**config.mk**
```make
export PLATFORM = sky130hd
export DESIGN_NAME = vga_timing_gen
export DESIGN_NICKNAME = d
export VERILOG_FILES = /design/src/rtl/vga_timing_gen.sv
export SDC_FILE = /design/constraint.sdc
export NUM_CORES = 1
export LEC_CHECK = 0
export CAP_MARGIN = 20
export CELL_PAD_IN_SITES_DETAIL_PLACEMENT = 1
export CELL_PAD_IN_SITES_GLOBAL_PLACEMENT = 1
export CORE_UTILIZATION = 25
export CTS_CLUSTER_DIAMETER = 200
export DETAILED_ROUTE_END_ITERATION = 6
export GPL_TIMING_DRIVEN = 0
export PLACE_DENSITY = 0.63
export SLEW_MARGIN = 20
export SYNTH_ARGS = -nofsm -noshare
export SYNTH_HDL_FRONTEND = slang
export SYNTH_SLANG_ARGS = --single-unit
```
**constraint.sdc**
```tcl
create_clock -name Clock -period 3.8 [get_ports Clock]
set_input_delay 0.76 -clock Clock [delete_from_list [all_inputs] [get_ports Clock]]
set_output_delay 0.76 -clock Clock [all_outputs]
set_load 0.005 [all_outputs]
```
**src/rtl/vga_timing_gen.sv**
```systemverilog
// vga_timing_gen: parametrised VGA raster timing generator with registered pixel output stage.
//   Clock, Reset          system clock, synchronous active-high reset
//   iEnable               raster run enable (low clears the raster and blanks the pins)
//   iRGB                  {R,G,B} colour for the pixel currently shown on (oCol,oRow)
//   oCol, oRow            registered raster counters (pixel request coordinates)
//   oPixelValid           (oCol,oRow) lies inside the visible area
//   oLineStart            one-Clock pulse when the column wraps to 0
//   oFrameStart           one-Clock pulse when the raster wraps to (0,0)
//   VGA_RED/GREEN/BLUE    registered pixel colour
//   VGA_HSYNC, VGA_VSYNC  registered syncs, active level SYNC_POL
module vga_timing_gen #(
    parameter int unsigned H_VISIBLE = 640,
    parameter int unsigned H_FRONT   = 16,
    parameter int unsigned H_SYNC    = 96,
    parameter int unsigned H_BACK    = 48,
    parameter int unsigned V_VISIBLE = 480,
    parameter int unsigned V_FRONT   = 10,
    parameter int unsigned V_SYNC    = 2,
    parameter int unsigned V_BACK    = 33,
    parameter int unsigned CLK_DIV   = 2,
    parameter bit          SYNC_POL  = 1'b0,
    parameter int unsigned COLOR_W   = 1,
    parameter int unsigned CNT_W     = 10
) (
    input  logic                 Clock,
    input  logic                 Reset,
    input  logic                 iEnable,
    input  logic [3*COLOR_W-1:0] iRGB,
    output logic [CNT_W-1:0]     oCol,
    output logic [CNT_W-1:0]     oRow,
    output logic                 oPixelValid,
    output logic                 oLineStart,
    output logic                 oFrameStart,
    output logic [COLOR_W-1:0]   VGA_RED,
    output logic [COLOR_W-1:0]   VGA_GREEN,
    output logic [COLOR_W-1:0]   VGA_BLUE,
    output logic                 VGA_HSYNC,
    output logic                 VGA_VSYNC
);

    localparam int unsigned H_TOTAL  = H_VISIBLE + H_FRONT + H_SYNC + H_BACK;
    localparam int unsigned V_TOTAL  = V_VISIBLE + V_FRONT + V_SYNC + V_BACK;
    localparam int unsigned HS_START = H_VISIBLE + H_FRONT;
    localparam int unsigned HS_END   = HS_START + H_SYNC;
    localparam int unsigned VS_START = V_VISIBLE + V_FRONT;
    localparam int unsigned VS_END   = VS_START + V_SYNC;
    localparam int unsigned DIV_W    = (CLK_DIV > 1) ? $clog2(CLK_DIV) : 1;

    localparam logic [DIV_W-1:0] DIV_LAST = DIV_W'(CLK_DIV - 1);
    localparam logic [CNT_W-1:0] COL_LAST = CNT_W'(H_TOTAL - 1);
    localparam logic [CNT_W-1:0] ROW_LAST = CNT_W'(V_TOTAL - 1);

    logic [DIV_W-1:0] divCnt;
    logic             pixTick;
    logic             colWrap;
    logic             rowWrap;
    logic             visible;
    logic             hActive;
    logic             vActive;

    // Decode from the current (pre-tick) counters; the output stage latches these on the tick.
    assign pixTick = iEnable && (divCnt == DIV_LAST);
    assign colWrap = (oCol == COL_LAST);
    assign rowWrap = (oRow == ROW_LAST);
    assign visible = (32'(oCol) < H_VISIBLE) && (32'(oRow) < V_VISIBLE);
    assign hActive = (32'(oCol) >= HS_START) && (32'(oCol) < HS_END);
    assign vActive = (32'(oRow) >= VS_START) && (32'(oRow) < VS_END);

    assign oPixelValid = visible;

    // Pixel divider and raster counters; disable parks the raster at (0,0).
    always_ff @(posedge Clock) begin
        if (Reset || !iEnable) begin
            divCnt <= '0;
            oCol   <= '0;
            oRow   <= '0;
        end else if (pixTick) begin
            divCnt <= '0;
            if (colWrap) begin
                oCol <= '0;
                oRow <= rowWrap ? '0 : oRow + CNT_W'(1);
            end else begin
                oCol <= oCol + CNT_W'(1);
            end
        end else begin
            divCnt <= divCnt + DIV_W'(1);
        end
    end

    // Output stage: colour and syncs share one register stage so they stay aligned.
    always_ff @(posedge Clock) begin
        if (Reset || !iEnable) begin
            VGA_RED     <= '0;
            VGA_GREEN   <= '0;
            VGA_BLUE    <= '0;
            VGA_HSYNC   <= ~SYNC_POL;
            VGA_VSYNC   <= ~SYNC_POL;
            oLineStart  <= 1'b0;
            oFrameStart <= 1'b0;
        end else begin
            oLineStart  <= pixTick && colWrap;
            oFrameStart <= pixTick && colWrap && rowWrap;
            if (pixTick) begin
                {VGA_RED, VGA_GREEN, VGA_BLUE} <= visible ? iRGB : '0;
                VGA_HSYNC <= hActive ? SYNC_POL : ~SYNC_POL;
                VGA_VSYNC <= vActive ? SYNC_POL : ~SYNC_POL;
            end
        end
    end

endmodule

```
==> results.txt <==
The count of pins on the block boundary is 34. In the final layout, the share of cells above drive strength 1 is 4.84%. Antenna violation net count after detailed routing: 0. The ratio of total power to cell area was 316 nW/um^2; the number of unique standard cell types used by synthesis was 32. After layout, the design draws a total of 0.000561 W. From bottom edge to top edge, the die measures 73.8 um. Clock insertion delay at the later pin of the skew report: 0.28 ns. Based on the critical path, the design can be clocked at up to 354 MHz.

The final sum of negative setup slack is 0 ns. Yosys attributes the largest share of cell area to dfxtp_1 (43%), xnor2_1 (6.1%), nor2_1 (4.7%). The library cell used most frequently in the layout, excluding fill and tap cells, is clkdlybuf4s50_1. The library cells used most frequently in the layout, excluding fill and tap cells, are clkdlybuf4s50_1 (33), dfxtp_1 (28), nor2_1 (16). In this run, post-CTS repair resized a total of 0 instances. For the required time of the critical path, the log shows 3.96 ns.

At the pin with the least slew margin, the transition time is 0.493 ns. Row generation in the floorplan step produced 25 rows. The tools report the root buffer cell as clkbuf_8. Dividing the synthesized area by the synthesized cell count gives 8.65 um^2. The largest fanout on the critical path was 10. After synthesis, flip-flops and latches occupy 43.5% of the total area.

The worst voltage drop across the vdd grid is 0.000168 V. The floorplan step defined a core boundary enclosing 4850 um^2. The portion of the clock cycle consumed by the worst path in the final layout was 74.3%. The aggregate global-route resource usage is 15.3%, and the setup slack after placement is 0.670 ns. The first detailed-routing pass took 4 iterations.

The worst clock skew on the final layout was 0.00253 ns; the number of buffers added by the clock tree synthesis step was 3. In the final routed layout, each cell accounts on average for 15.1 um. The run finished with clean final reports. The run gives 149 as the cell count after synthesis.

Counting every net in the synthesized netlist gives 159. The count of buffers added on input and output ports is 33. The via count of the first global-routing pass came out at 1280. The worst setup path is captured at a flip-flop. The final setup slack of the worst path was 0.976 ns; the remaining global-route overflow was 0. For this run, design rule violations remaining after detail routing come to 0. For the remaining max-slew budget at the tightest pin, the log shows 67.1%. The final critical-path required period works out to 2.82 ns. The number of max-slew violations in the final report was 0; the detailed router's first-iteration violation count was 46.

The half-perimeter wire length of the detailed placement result was 2870 um. Among all flip-flop cells after synthesis, the most frequent one is dfxtp_1. The run gives 0 as the number of hold violations in the final report. Summed over all cells, the static leakage comes to 0.529 nW.

For the initial antenna violation count, the log shows 0. The final layout contains routed wiring with a total length of 3830 um. The run gives 0 as the hold buffer count at cts.

The number of flops mapped to enable cells by yosys is 0, and the die boundary width is 73.8 um. The library cell occupying the most area in the post-synthesis netlist is dfxtp_1. Entering global routing, the biggest net connects 17 pins. The post-CTS clock slew at the launch and capture registers of the worst setup and hold paths was 0.10 ns. TritonCTS built the clock tree. The tightest min-delay check is of the reg2reg type. The floorplan step defined a die boundary enclosing 5450 um^2. The mapped cell area was 1290 um^2; the number of diodes was 0. The tools report the internal reg-to-reg setup slack as 1.51 ns. The worst hold margin is 0.478 ns. CTS saw 28 sinks. For the number of vias after detailed routing, the log shows 1232.

Number of vias per cell after detailed routing: 4.87. The critical path is of the in2reg type. Routability-driven placement finished with a final weighted congestion of 0.747.

Of all flip-flops after synthesis, the portion carrying an async set or reset was 0%. The initial utilization of the core area, before any placement, comes to 26.6%. In the final design database the tool counted 197 nets. Global-route wire length before repair: 6310 um.

The Yosys step of the flow raised 0 warnings. The deepest level of the CTS H-tree came out at 1. Max-cap violations in this run came to 0. Setup violations remaining at the end of the flow were counted as 0.

Buffers added to address setup during post-CTS repair amount to 0. Compared with the post-synthesis result, the final layout area differs by 37.7%. The share of the synthesized area in the top cell type came out at 43.5%. Startpoint class of the critical path: an input pin. The number of buffers on the longest clock path was 2; the arrival time reported for the critical path endpoint was 2.98 ns.

Setup repair after global routing left no endpoint under its margin. Counting flops and latches in the post-synthesis netlist gives 28.
## cell type report
type	count	area, um^2
fillers	576	3070
clock inverters	1	30.0
clock buffers	3	41.3
multi-input cells	111	691
inverters	8	30.0
well taps	67	83.8
repair buffers	33	330
plain buffers	2	7.51
flip-flops and latches	28	561
## state kept, by name (all words and copies together), names as in the netlist
name	cells
oRow	10
divCnt	1
VGA_VSYNC	1
oLineStart	1
oCol	10
VGA_RED	1
VGA_GREEN	1
VGA_HSYNC	1
VGA_BLUE	1
oFrameStart	1
## critical path: stages
cell	delay [ns]
clkdlybuf4s50_1	0.63
nand3_2	0.18
or4_4	0.61
clkbuf_1	0.27
o21ai_2	0.44
a21oi_1	0.09
## cells in the mapped netlist (2+ instances only)
cell,number
a21oi_1,11
and3_1,2
clkbuf_1,2
dfxtp_1,28
ha_1,4
inv_1,8
nand2_1,7
nand2b_1,4
nand3_1,10
nand3_2,2
nand4_1,6
nor2_1,16
nor3_1,6
nor4_1,2
nor4bb_1,2
o21ai_0,5
o21ai_1,2
o22ai_1,2
o31ai_1,2
or3_1,5
or4_1,2
or4_4,2
xnor2_1,9
xor2_1,2
## path summary, 6_finish.rpt
kind / from / to / cells after the start
worst max register to register: oCol[0] / oRow[5] / 6
worst min register to register: VGA_RED / VGA_RED / 2
worst max-delay path: iEnable / oRow[5] / 6
worst min-delay path: VGA_RED / VGA_RED / 2
## layer usage
metal	track usage, %	vias to the layer above	part of all wire, %
met5	0	-	0
met4	5.13	0	1.3
met3	1.78	5	2.8
met2	27.7	22	50
met1	18.5	600	46
li1	-	605	-
## power breakdown
group | total, W | leakage [nW] | internal [W] | switching (W)
Sequential | 0.000297 | 0.226 | 0.000295 | 0.00000219
Clock | 0.000241 | 0.0357 | 0.000141 | 0.000100
Combinational | 0.0000220 | 0.267 | 0.0000101 | 0.0000119
Total | 0.000561 | 0.529 | 0.000446 | 0.000114
## logic make-up after synthesis
logic type | share of synthesized area (%)
AND/OR/NAND/NOR | 31.8
flip-flops | 43.5
AO/OA/AOI/OAI | 10.4
XOR/XNOR | 7.48
buffers and inverters | 2.91
adder cells (fa/ha/maj) | 3.88
## metrics by stage
stage,cell area [um^2],utilization [%],instances
floorplan,1290,-,149
global placement,1700,35.1,249
detailed placement,1700,35.1,249
CTS,1770,36.6,253
global route,1770,36.6,253
finish,1770,36.6,253
Power figures use the tool's default switching activity.
